[src/rtl/exe_branch_unit.sv]
// rtl/exe_branch_unit.sv - EXE-stage branch/jump resolution with a held redirect
// Optional build macro: BRANCH_STATS_EN adds saturating branch statistics counters.
module exe_branch_unit #(
  parameter int ADDR_WIDTH = 32,
  parameter int DATA_WIDTH = 32,
  parameter int ALIGN_BITS = 2,
  parameter int CNT_WIDTH  = 16
) (
  input  logic                  clk_in,
  input  logic                  rst_n_in,
  input  logic                  valid_in,
  output logic                  ready_out,
  input  logic [31:0]           inst_in,
  input  logic [ADDR_WIDTH-1:0] inst_address_in,
  input  logic [DATA_WIDTH-1:0] op1_in,
  input  logic [DATA_WIDTH-1:0] op2_in,
  input  logic                  flush_in,
  input  logic                  jump_ack_in,
  output logic                  result_valid_out,
  output logic                  jump_enable_out,
  output logic [ADDR_WIDTH-1:0] jump_address_out,
  output logic [DATA_WIDTH-1:0] link_data_out,
  output logic                  misalign_out,
  output logic                  illegal_out
`ifdef BRANCH_STATS_EN
  ,
  output logic [CNT_WIDTH-1:0]  taken_cnt_out,
  output logic [CNT_WIDTH-1:0]  not_taken_cnt_out,
  output logic [CNT_WIDTH-1:0]  mispredict_free_cnt_out
`endif
);

  localparam logic [6:0] OPC_JAL    = 7'b1101111;
  localparam logic [6:0] OPC_JALR   = 7'b1100111;
  localparam logic [6:0] OPC_BRANCH = 7'b1100011;

  typedef enum logic {
    IDLE    = 1'b0,
    PENDING = 1'b1
  } state_t;

  if (ALIGN_BITS < 1 || ALIGN_BITS > 2 || CNT_WIDTH < 1 || ADDR_WIDTH < 21 || DATA_WIDTH < 12)
  begin : g_param_check
    $error("exe_branch_unit: unsupported parameter combination");
  end

  state_t state_q, state_d;

  logic                  accept;
  logic [6:0]            opcode;
  logic [2:0]            funct3;
  logic                  is_jal, is_jalr, is_branch;
  logic                  branch_illegal, cond_true, decoded;
  logic                  taken, misaligned, redirect;
  logic [ADDR_WIDTH-1:0] imm_j, imm_b, target, pc_plus4, jalr_target;
  logic [DATA_WIDTH-1:0] imm_i, jalr_sum;

  assign ready_out = (state_q == IDLE);
  assign accept    = valid_in & ready_out & ~flush_in;

  always_comb begin
    opcode    = inst_in[6:0];
    funct3    = inst_in[14:12];
    is_jal    = (opcode == OPC_JAL);
    is_jalr   = (opcode == OPC_JALR);
    is_branch = (opcode == OPC_BRANCH);

    imm_j = {{(ADDR_WIDTH-20){inst_in[31]}}, inst_in[19:12], inst_in[20], inst_in[30:21], 1'b0};
    imm_b = {{(ADDR_WIDTH-12){inst_in[31]}}, inst_in[7], inst_in[30:25], inst_in[11:8], 1'b0};
    imm_i = {{(DATA_WIDTH-11){inst_in[31]}}, inst_in[30:20]};

    pc_plus4    = inst_address_in + ADDR_WIDTH'(4);
    jalr_sum    = op1_in + imm_i;
    jalr_target = ADDR_WIDTH'(jalr_sum);
    jalr_target[0] = 1'b0;

    case (funct3)
      3'b000:  cond_true = (op1_in == op2_in);
      3'b001:  cond_true = (op1_in != op2_in);
      3'b100:  cond_true = ($signed(op1_in) <  $signed(op2_in));
      3'b101:  cond_true = ($signed(op1_in) >= $signed(op2_in));
      3'b110:  cond_true = (op1_in <  op2_in);
      3'b111:  cond_true = (op1_in >= op2_in);
      default: cond_true = 1'b0;
    endcase

    branch_illegal = is_branch && (funct3 == 3'b010 || funct3 == 3'b011);
    decoded        = is_jal | is_jalr | (is_branch & ~branch_illegal);

    if (is_jal)       target = inst_address_in + imm_j;
    else if (is_jalr) target = jalr_target;
    else              target = inst_address_in + imm_b;

    taken      = is_jal | is_jalr | (is_branch & ~branch_illegal & cond_true);
    misaligned = taken && (|target[ALIGN_BITS-1:0]);
    redirect   = taken & ~misaligned;
  end

  always_ff @(posedge clk_in or negedge rst_n_in) begin
    if (!rst_n_in) state_q <= IDLE;
    else           state_q <= state_d;
  end

  always_comb begin
    state_d = state_q;
    case (state_q)
      IDLE:    if (accept && redirect) state_d = PENDING;
      PENDING: if (jump_ack_in)        state_d = IDLE;
      default: state_d = IDLE;
    endcase
    if (flush_in) state_d = IDLE;
  end

  // Results are single-cycle pulses except a redirect, which is held until acked or flushed.
  always_ff @(posedge clk_in or negedge rst_n_in) begin
    if (!rst_n_in) begin
      result_valid_out <= 1'b0;
      jump_enable_out  <= 1'b0;
      jump_address_out <= '0;
      link_data_out    <= '0;
      misalign_out     <= 1'b0;
      illegal_out      <= 1'b0;
    end else if (flush_in || (state_q == PENDING && jump_ack_in) || (state_q == IDLE && !accept)) begin
      result_valid_out <= 1'b0;
      jump_enable_out  <= 1'b0;
      jump_address_out <= '0;
      link_data_out    <= '0;
      misalign_out     <= 1'b0;
      illegal_out      <= 1'b0;
    end else if (state_q == IDLE) begin
      result_valid_out <= is_jal | is_jalr | is_branch;
      jump_enable_out  <= redirect;
      jump_address_out <= decoded ? target : '0;
      link_data_out    <= (is_jal | is_jalr) ? DATA_WIDTH'(pc_plus4) : '0;
      misalign_out     <= misaligned;
      illegal_out      <= branch_illegal;
    end
  end

`ifdef BRANCH_STATS_EN
  always_ff @(posedge clk_in or negedge rst_n_in) begin
    if (!rst_n_in) begin
      taken_cnt_out           <= '0;
      not_taken_cnt_out       <= '0;
      mispredict_free_cnt_out <= '0;
    end else if (accept) begin
      if (is_branch && !branch_illegal) begin
        if (taken) begin
          if (taken_cnt_out != '1) taken_cnt_out <= taken_cnt_out + 1'b1;
        end else begin
          if (not_taken_cnt_out != '1) not_taken_cnt_out <= not_taken_cnt_out + 1'b1;
        end
      end
      if ((is_jal || is_jalr) && mispredict_free_cnt_out != '1)
        mispredict_free_cnt_out <= mispredict_free_cnt_out + 1'b1;
    end
  end
`endif

endmodule

[config.mk]
export PLATFORM = sky130hd
export DESIGN_NAME = exe_branch_unit
export DESIGN_NICKNAME = d
export VERILOG_FILES = /design/src/rtl/exe_branch_unit.sv
export SDC_FILE = /design/constraint.sdc
export NUM_CORES = 1
export LEC_CHECK = 0
export BUFFER_PORTS_ARGS = -buffer_cell sky130_fd_sc_hd__buf_2
export CAP_MARGIN = 0
export CELL_PAD_IN_SITES_DETAIL_PLACEMENT = 0
export CELL_PAD_IN_SITES_GLOBAL_PLACEMENT = 1
export CORE_AREA = 2 2 201 144
export CTS_CLUSTER_DIAMETER = 50
export DETAILED_ROUTE_END_ITERATION = 10
export DIE_AREA = 0 0 203 146
export PLACE_DENSITY_LB_ADDON = 0.1
export SYNTH_ARGS = -nofsm -noshare
export SYNTH_HDL_FRONTEND = slang
export SYNTH_SLANG_ARGS = --single-unit
[constraint.sdc]
create_clock -name clk_in -period 2.2 [get_ports clk_in]
set_input_delay 0.44 -clock clk_in [delete_from_list [all_inputs] [get_ports clk_in]]
set_output_delay 0.44 -clock clk_in [all_outputs]
set_load 0.02 [all_outputs]
==> flow_metrics.tcl, run 1 <==
set metrics [dict create \
    outcome "finished with violations" \
    violations "setup timing" \
    fp.dieArea_um2 29640 \
    fmax_mhz 335.4 \
    hp-class "in2async" \
    drc 0 \
    fin_area_um2 14380 \
    netlist.area_leader.share 0.2046 \
    p_int_mw 3.848 \
    comb_power_share 0.515 \
    vias_per_cell 5.140 \
    finalNetCount 1894 \
    slowest_stage "a221o_2" \
    ys_types 75 \
    cts_tree "done" \
    crit_fanout 5 \
    powerDensity_nw_per_um2 417.5 \
    worst_setup_path_end_kind "flip-flop" \
    hold_buffers 0 \
    port_buffers 201 \
    num_vias 10420 \
    synth_top_family_by_area "compound AO/OA/AOI/OAI gates" \
    fin_crit_sh 1.355 \
    clock_latency_ps 360 \
    clockPowerShare 0.273 \
    ys_ff_latch 69 \
    hold_viol 0 \
    routedWlPerCell_um 18.03 \
    dr.pass1.iters 7 \
    synth_warnings 0 \
    final-setup-viol-count 25 \
    track_usage 0.2413 \
    ant_nets 0 \
    drive_gt1_frac 0.4810 \
    synthesis.area_um2 8438 \
    seq_power_share 0.213 \
    synth_simple_gate_area_frac 0.1957 \
    cts.sink_count 69 \
    avgSynthCellArea_um2 7.748 \
    totalWireLength_mm 36.57 \
    cts_root_buf "clkbuf_16" \
    rows 51 \
    synth-edff-count 0 \
    synth_fa_ha_area_frac 0.1643 \
    first_global_vias 9999 \
    syn_inst 1089 \
    path_cells "buf_6 -> and2_4 -> fa_2 -> a21o_1 -> a22o_1 -> o311a_1 -> a21bo_1 -> a221o_2 -> a31o_4 -> a211oi_2 -> mux2i_1 -> o221ai_1 -> nand2_1" \
    synth_compound_area_frac 0.3041 \
    p_sw_frac 0.3591 \
    crit_path_max_incr_delay_ps 370 \
    cp-start-kind "primary input" \
    cts_buffers 9 \
    ys.flop_type "dfrtp_1" \
    place_hpwl_mm 30.01 \
    ir_drop_mv 0.3624 \
    crit_type "in2reg" \
    globalplace.congestion 0.8906 \
    layout_setup_ws_ps -781.6 \
    leakage_nw 7.016 \
    maxSlewViolCount 0 \
    coreArea_um2 27500 \
    synth_nets 1331 \
    area_delta_synth_final_pct 70.42 \
    relSlewSlack 0.4443 \
    placed_area_um2 12760 \
    switching_power_mw 2.156 \
    ys_seq_area_frac 0.2046 \
    antenna_found_initial 0 \
    initial_core_util 0.3068 \
    fp.dieH_um 146 \
    crit_family "compound AO/OA/AOI/OAI gates" \
    htreeDepth 3 \
    tightest_slew_ps 830.5 \
    final_cells 2028 \
    cp.arrival_ps 3270 \
    grt_max_degree 44 \
    grt.overflow.total 0 \
    setup_tns_ps -11810 \
    crit_buf_inv 1 \
    synthTopCellsByArea "dfrtp_1 (20%), ha_1 (16%), o21ai_0 (6.6%)" \
    ios 202 \
    finalClockSkew_ps 15.84 \
    grt_pass1_wl_mm 56.10 \
    p_total_mw 6.004 \
    cp.required_ps 2490 \
    n_antenna_cell 0 \
    drt_iter0_drc 729 \
    dp_cells 1982 \
    synth.area.mux_share 0.008304 \
    synth_top_area_cell "dfrtp_1" \
    synthXorXnorAreaFrac 0.08615 \
    drv_cap 0 \
    async_flop_share 1.000 \
    fin_crit_ps 2982 \
    die_w_um 203 \
    clk_pin_slew_ps 60 \
    grt_setup_unrepaired "yes" \
    cts_buffer_depth 2 \
]
## metal layers
layer / share of wire / global-route usage / wire length (um) / vias up
met5: 0 / 0 / 0 / -
met4: 0.0075 / 0.03577 / 274 / 0
met3: 0.075 / 0.04545 / 2738 / 20
met2: 0.40 / 0.3423 / 14630 / 322
met1: 0.52 / 0.3778 / 18930 / 4898
li1: - / - / - / 5183
## metrics by stage
stage / util / worst slack (ps) / hold WS, ps
2_1_floorplan: - / -857.3 / 144.4
3_3_place_gp: 0.4640 / -1236 / 426.6
3_5_place_dp: 0.4640 / -1281 / 433.9
4_1_cts: 0.4999 / -801.9 / 58.34
5_1_grt: 0.5229 / -943.1 / 70.58
6_report: 0.5229 / -781.6 / 45.99
## power groups by stage
stage	logic [mW]	clock network, mW	registers (mW)
global route	3.35	1.73	1.28
finish	3.09	1.64	1.28
global placement	2.59	0	1.30
CTS	2.83	1.68	1.28
detailed placement	2.60	0	1.30
floorplan	1.29	0	1.31
## sequential cells by signal (all words and copies together) (netlist names)
name              count
illegal_out           1
jump_address_out     32
jump_enable_out       1
link_data_out        32
misalign_out          1
result_valid_out      1
state_q               1
## cell usage in the layout, fill, tap and decap left out, types with 16 or more instances in the layout
| cell type | instances |
|---|---|
| nor2_1 | 63 |
| a21oi_1 | 47 |
| o21ai_0 | 76 |
| ha_4 | 29 |
| nand2_1 | 121 |
| xor2_1 | 44 |
| buf_2 | 188 |
| inv_1 | 41 |
| xnor2_1 | 27 |
| buf_6 | 16 |
| nor3_1 | 17 |
| a21oi_2 | 30 |
| ha_1 | 73 |
| a21o_1 | 35 |
| nand3_1 | 29 |
| o21ai_1 | 22 |
| and3_1 | 18 |
| buf_4 | 374 |
| dfrtp_1 | 69 |
## cell usage after synthesis (all sizes together) (4+ instances only)
cell type    n
a22oi       10
and2        13
nand2      123
mux2i        7
nand2b      12
o221ai       9
buf          9
o21ai      115
or3          7
xor2        47
a21boi       4
a211o        7
xnor2       36
o22ai       10
o211ai       9
nor2        71
clkbuf      26
or2          6
ha         106
inv         46
and3        21
o21bai      10
a21oi       84
o21a         9
dfrtp       69
a221oi       6
o31ai        4
nand3       34
a22o         9
nand4       13
a211oi      21
nor3        23
a31oi        9
a21o        36
nor2b       11
## final timing paths
check	cells after the start	startpoint	slack, ps	to
min in group clk_in	2	inst_address_in[0]	380	link_data_out[0]
worst max-delay path	13	op1_in[0]	-780	jump_address_out[28]
worst min-delay path	1	rst_n_in	50	link_data_out[5]
worst max register to register	8	state_q	-50	jump_address_out[26]
worst min register to register	2	link_data_out[25]	470	link_data_out[25]
max in group asynchronous	2	rst_n_in	1570	link_data_out[29]
## layout make-up
type                            instances  area (um2)
Timing Repair Buffer                  587        4096
Sequential cell                        69        1727
Multi-Input combinational cell        939        7577
Clock inverter                          7       97.59
Fill cell                            2659       13120
Clock buffer                            9       225.2
Inverter                               46       192.7
Tap cell                              371       464.2
## timing repair
action / in CTS / in global routing
pin swaps: 89 / 85
gates resized for setup: 118 / 111
endpoints found under the setup margin: 28 / 34
gates cloned: 0 / 0
buffers inserted: 27 / 14
## logic make-up after synthesis
| group | count (synthesis) |
|---|---|
| and+or+nand+nor | 349 |
| buffers and inverters | 81 |
| AOI/OAI and AO/OA | 391 |
| xor gates and xnor gates | 83 |
| adders and majority gates | 109 |
| muxes | 7 |
| DFF | 69 |
No activity file was read; power rests on OpenSTA's default activity.
==> run 2, diff against run 1 <==
==> config.mk (replaced) <==
export PLATFORM = sky130hd
export DESIGN_NAME = exe_branch_unit
export DESIGN_NICKNAME = d
export VERILOG_FILES = /design/src/rtl/exe_branch_unit.sv
export SDC_FILE = /design/constraint.sdc
export NUM_CORES = 1
export LEC_CHECK = 0
export BUFFER_PORTS_ARGS = -buffer_cell sky130_fd_sc_hd__clkbuf_2
export CAP_MARGIN = 0
export CELL_PAD_IN_SITES_DETAIL_PLACEMENT = 0
export CELL_PAD_IN_SITES_GLOBAL_PLACEMENT = 1
export CORE_AREA = 5 5 204 147
export CTS_CLUSTER_DIAMETER = 50
export DETAILED_ROUTE_END_ITERATION = 10
export DIE_AREA = 0 0 209 152
export PLACE_DENSITY_LB_ADDON = 0.1
export SYNTH_ARGS = -nofsm -noshare
export SYNTH_HDL_FRONTEND = slang
export SYNTH_SLANG_ARGS = --single-unit
==> run 2 against run 1 <==
Against the previous run:
- the flow still finishes with violations (setup timing)
- combinational power about the same
- final area is essentially flat
- clock skew decreased by 6.3 ps
- critical path depth unchanged
- sequential power barely moved
- maximum frequency shrank 1.7%
- clock-buffer cell count up 1
- sequential share of layout area barely moved
- utilization down 1.1 points
- routed wire length increased by 2.0%
- first-iteration DRC count down 3.0%
- largest cell class unchanged
==> flow_metrics.tcl, run 2 (same netlist as run 1, synthesis figures left out) <==
set metrics [dict create \
    outcome "finished with violations" \
    violations "setup timing" \
    rrSetupSlack_ps 90 \
    drc 0 \
    die_w_um 209 \
    ir_drop_mv 0.3066 \
    cp-start-kind "primary input" \
    p_int_mw 3.759 \
    r2r-end "jump_address_out[22]" \
    crit_type "in2reg" \
    grt_setup_unrepaired "yes" \
    cts_buffers 9 \
    cts_tree "done" \
    worst_setup_path_end_kind "flip-flop" \
    htreeDepth 3 \
    critical_path.startpoint "op1_in[0]" \
    fin_area_um2 14390 \
    nFillCells 2756 \
    ios 202 \
    seq_power_share 0.216 \
    tightest_slew_ps 608.9 \
    clock_latency_ps 350 \
    coreArea_um2 28110 \
    path_cells "buf_6 -> and2_4 -> fa_2 -> a21o_1 -> a22o_1 -> o311a_1 -> a21bo_1 -> a221o_2 -> a31o_4 -> a211oi_2 -> mux2i_1 -> o221ai_1 -> nand2_1" \
    top_regs "jump_address_out x32, link_data_out x32" \
    crit_buf_inv 1 \
    finalClockSkew_ps 9.515 \
    fp.dieArea_um2 31770 \
    final_cell_mix "buf_4 (371), clkbuf_2 (188), nand2_1 (121)" \
    routedWlPerCell_um 18.26 \
    vias_per_cell 5.000 \
    crit_fanout 5 \
    area_delta_synth_final_pct 70.51 \
    grt_max_degree 45 \
    clk_pin_slew_ps 60 \
    p_sw_frac 0.3635 \
    drt_iter0_drc 707 \
    comb_power_share 0.518 \
    powerDensity_nw_per_um2 410.5 \
    final_core_util 0.5119 \
    layout_setup_ws_ps -834.5 \
    ant_nets 0 \
    cp-endpoint "jump_address_out[28]" \
    crit_path_max_incr_delay_ps 380 \
    dr.pass1.iters 5 \
    totalWireLength_mm 37.31 \
    antenna_found_initial 0 \
    grt.overflow.total 0 \
    slowest_stage "a221o_2" \
    place_hpwl_mm 30.84 \
    initial_core_util 0.3002 \
    cts_buffer_depth 2 \
    finalNetCount 1902 \
    hp-class "in2reg" \
    dpl_worst_slack_ps -1303 \
    ff2ff_path_depth 7 \
    maxSlewViolCount 0 \
    leakage_nw 7.020 \
    port_buffers 201 \
    switching_power_mw 2.147 \
    crit_family "compound AO/OA/AOI/OAI gates" \
    grt_pass1_wl_mm 57.70 \
    hold_viol 0 \
    cp.arrival_ps 3320 \
    fp.dieH_um 152 \
    final_common_cell "buf_4" \
    track_usage 0.2253 \
    drv_cap 0 \
    fin_crit_ps 3034 \
    globalplace.congestion 0.9446 \
    relSlewSlack 0.5926 \
    first_global_vias 10240 \
    cts_root_buf "clkbuf_16" \
    fmax_mhz 329.5 \
    fin_crit_sh 1.379 \
    r2r_start "state_q" \
    placed_area_um2 12820 \
    cp.required_ps 2490 \
    rows 52 \
    drive_gt1_frac 0.4697 \
    cp.depth 13 \
    num_vias 10210 \
    final-setup-viol-count 26 \
    n_antenna_cell 0 \
    clockPowerShare 0.266 \
    cts.sink_count 69 \
]
run 2: cell types whose count changed in the layout (fill, tap and decap cells not counted), moves of 5 or more:
cell,previous run,this run
buf_2,188,0
clkbuf_16,9,15
clkbuf_2,0,188
ha_1,73,79
o21ai_0,76,81
o21ai_2,14,8
run 2: area by class of cell:
type / count / area [um2] / share of cell area
clock buffer: 10 / 239.0 / 0.01661
tap: 378 / 473.0 / 0.03287
sequential: 69 / 1727 / 0.1200
clock inverter: 6 / 70.07 / 0.004870
inverter: 46 / 190.2 / 0.01322
multi-input combinational: 939 / 7428 / 0.5163
timing repair buffer: 595 / 4260 / 0.2961
run 2: worst min path at each step:
stage,endpoint,cells past startpoint,from
2_1_floorplan,illegal_out,0,rst_n_in
3_3_place_gp,link_data_out[6],1,rst_n_in
3_5_place_dp,link_data_out[6],1,rst_n_in
4_1_cts,link_data_out[0],2,inst_address_in[0]
5_1_grt,link_data_out[0],2,inst_address_in[0]
6_report,link_data_out[0],2,inst_address_in[0]
run 2: metal layers:
metal  global-route usage  wire (um)  up-vias
met2               0.3219      15040      281
met3              0.03751       2314       20
met4              0.03043        331        0
met5                    0          0        -
met1               0.3598      19620     4711
li1                     -          -     5202
run 2: repair_timing:
action,in CTS,in global routing
endpoints found under the setup margin,27,32
pin swaps,87,82
setup buffers,32,16
resized for setup,107,90
hold buffers,1,0
endpoints found under the hold margin,16,0
run 2: per-stage QoR:
step	power [mW]	hold slack [ps]	setup TNS, ps	std cells
after floorplan	2.600	144.4	-11630	1089
after global placement	3.904	340.1	-27420	1991
after detailed placement	3.905	343.0	-28720	1991
after CTS	5.731	372.8	-12190	2029
after global routing	6.270	379.8	-15710	2043
final	5.906	390.2	-13090	2043
run 2: power by group through the flow:
stage	clock, mW	combinational (mW)	sequential (mW)
CTS	1.61	2.84	1.28
finish	1.57	3.06	1.28
global placement	0	2.60	1.30
global route	1.67	3.32	1.28
detailed placement	0	2.60	1.30
floorplan	0	1.29	1.31
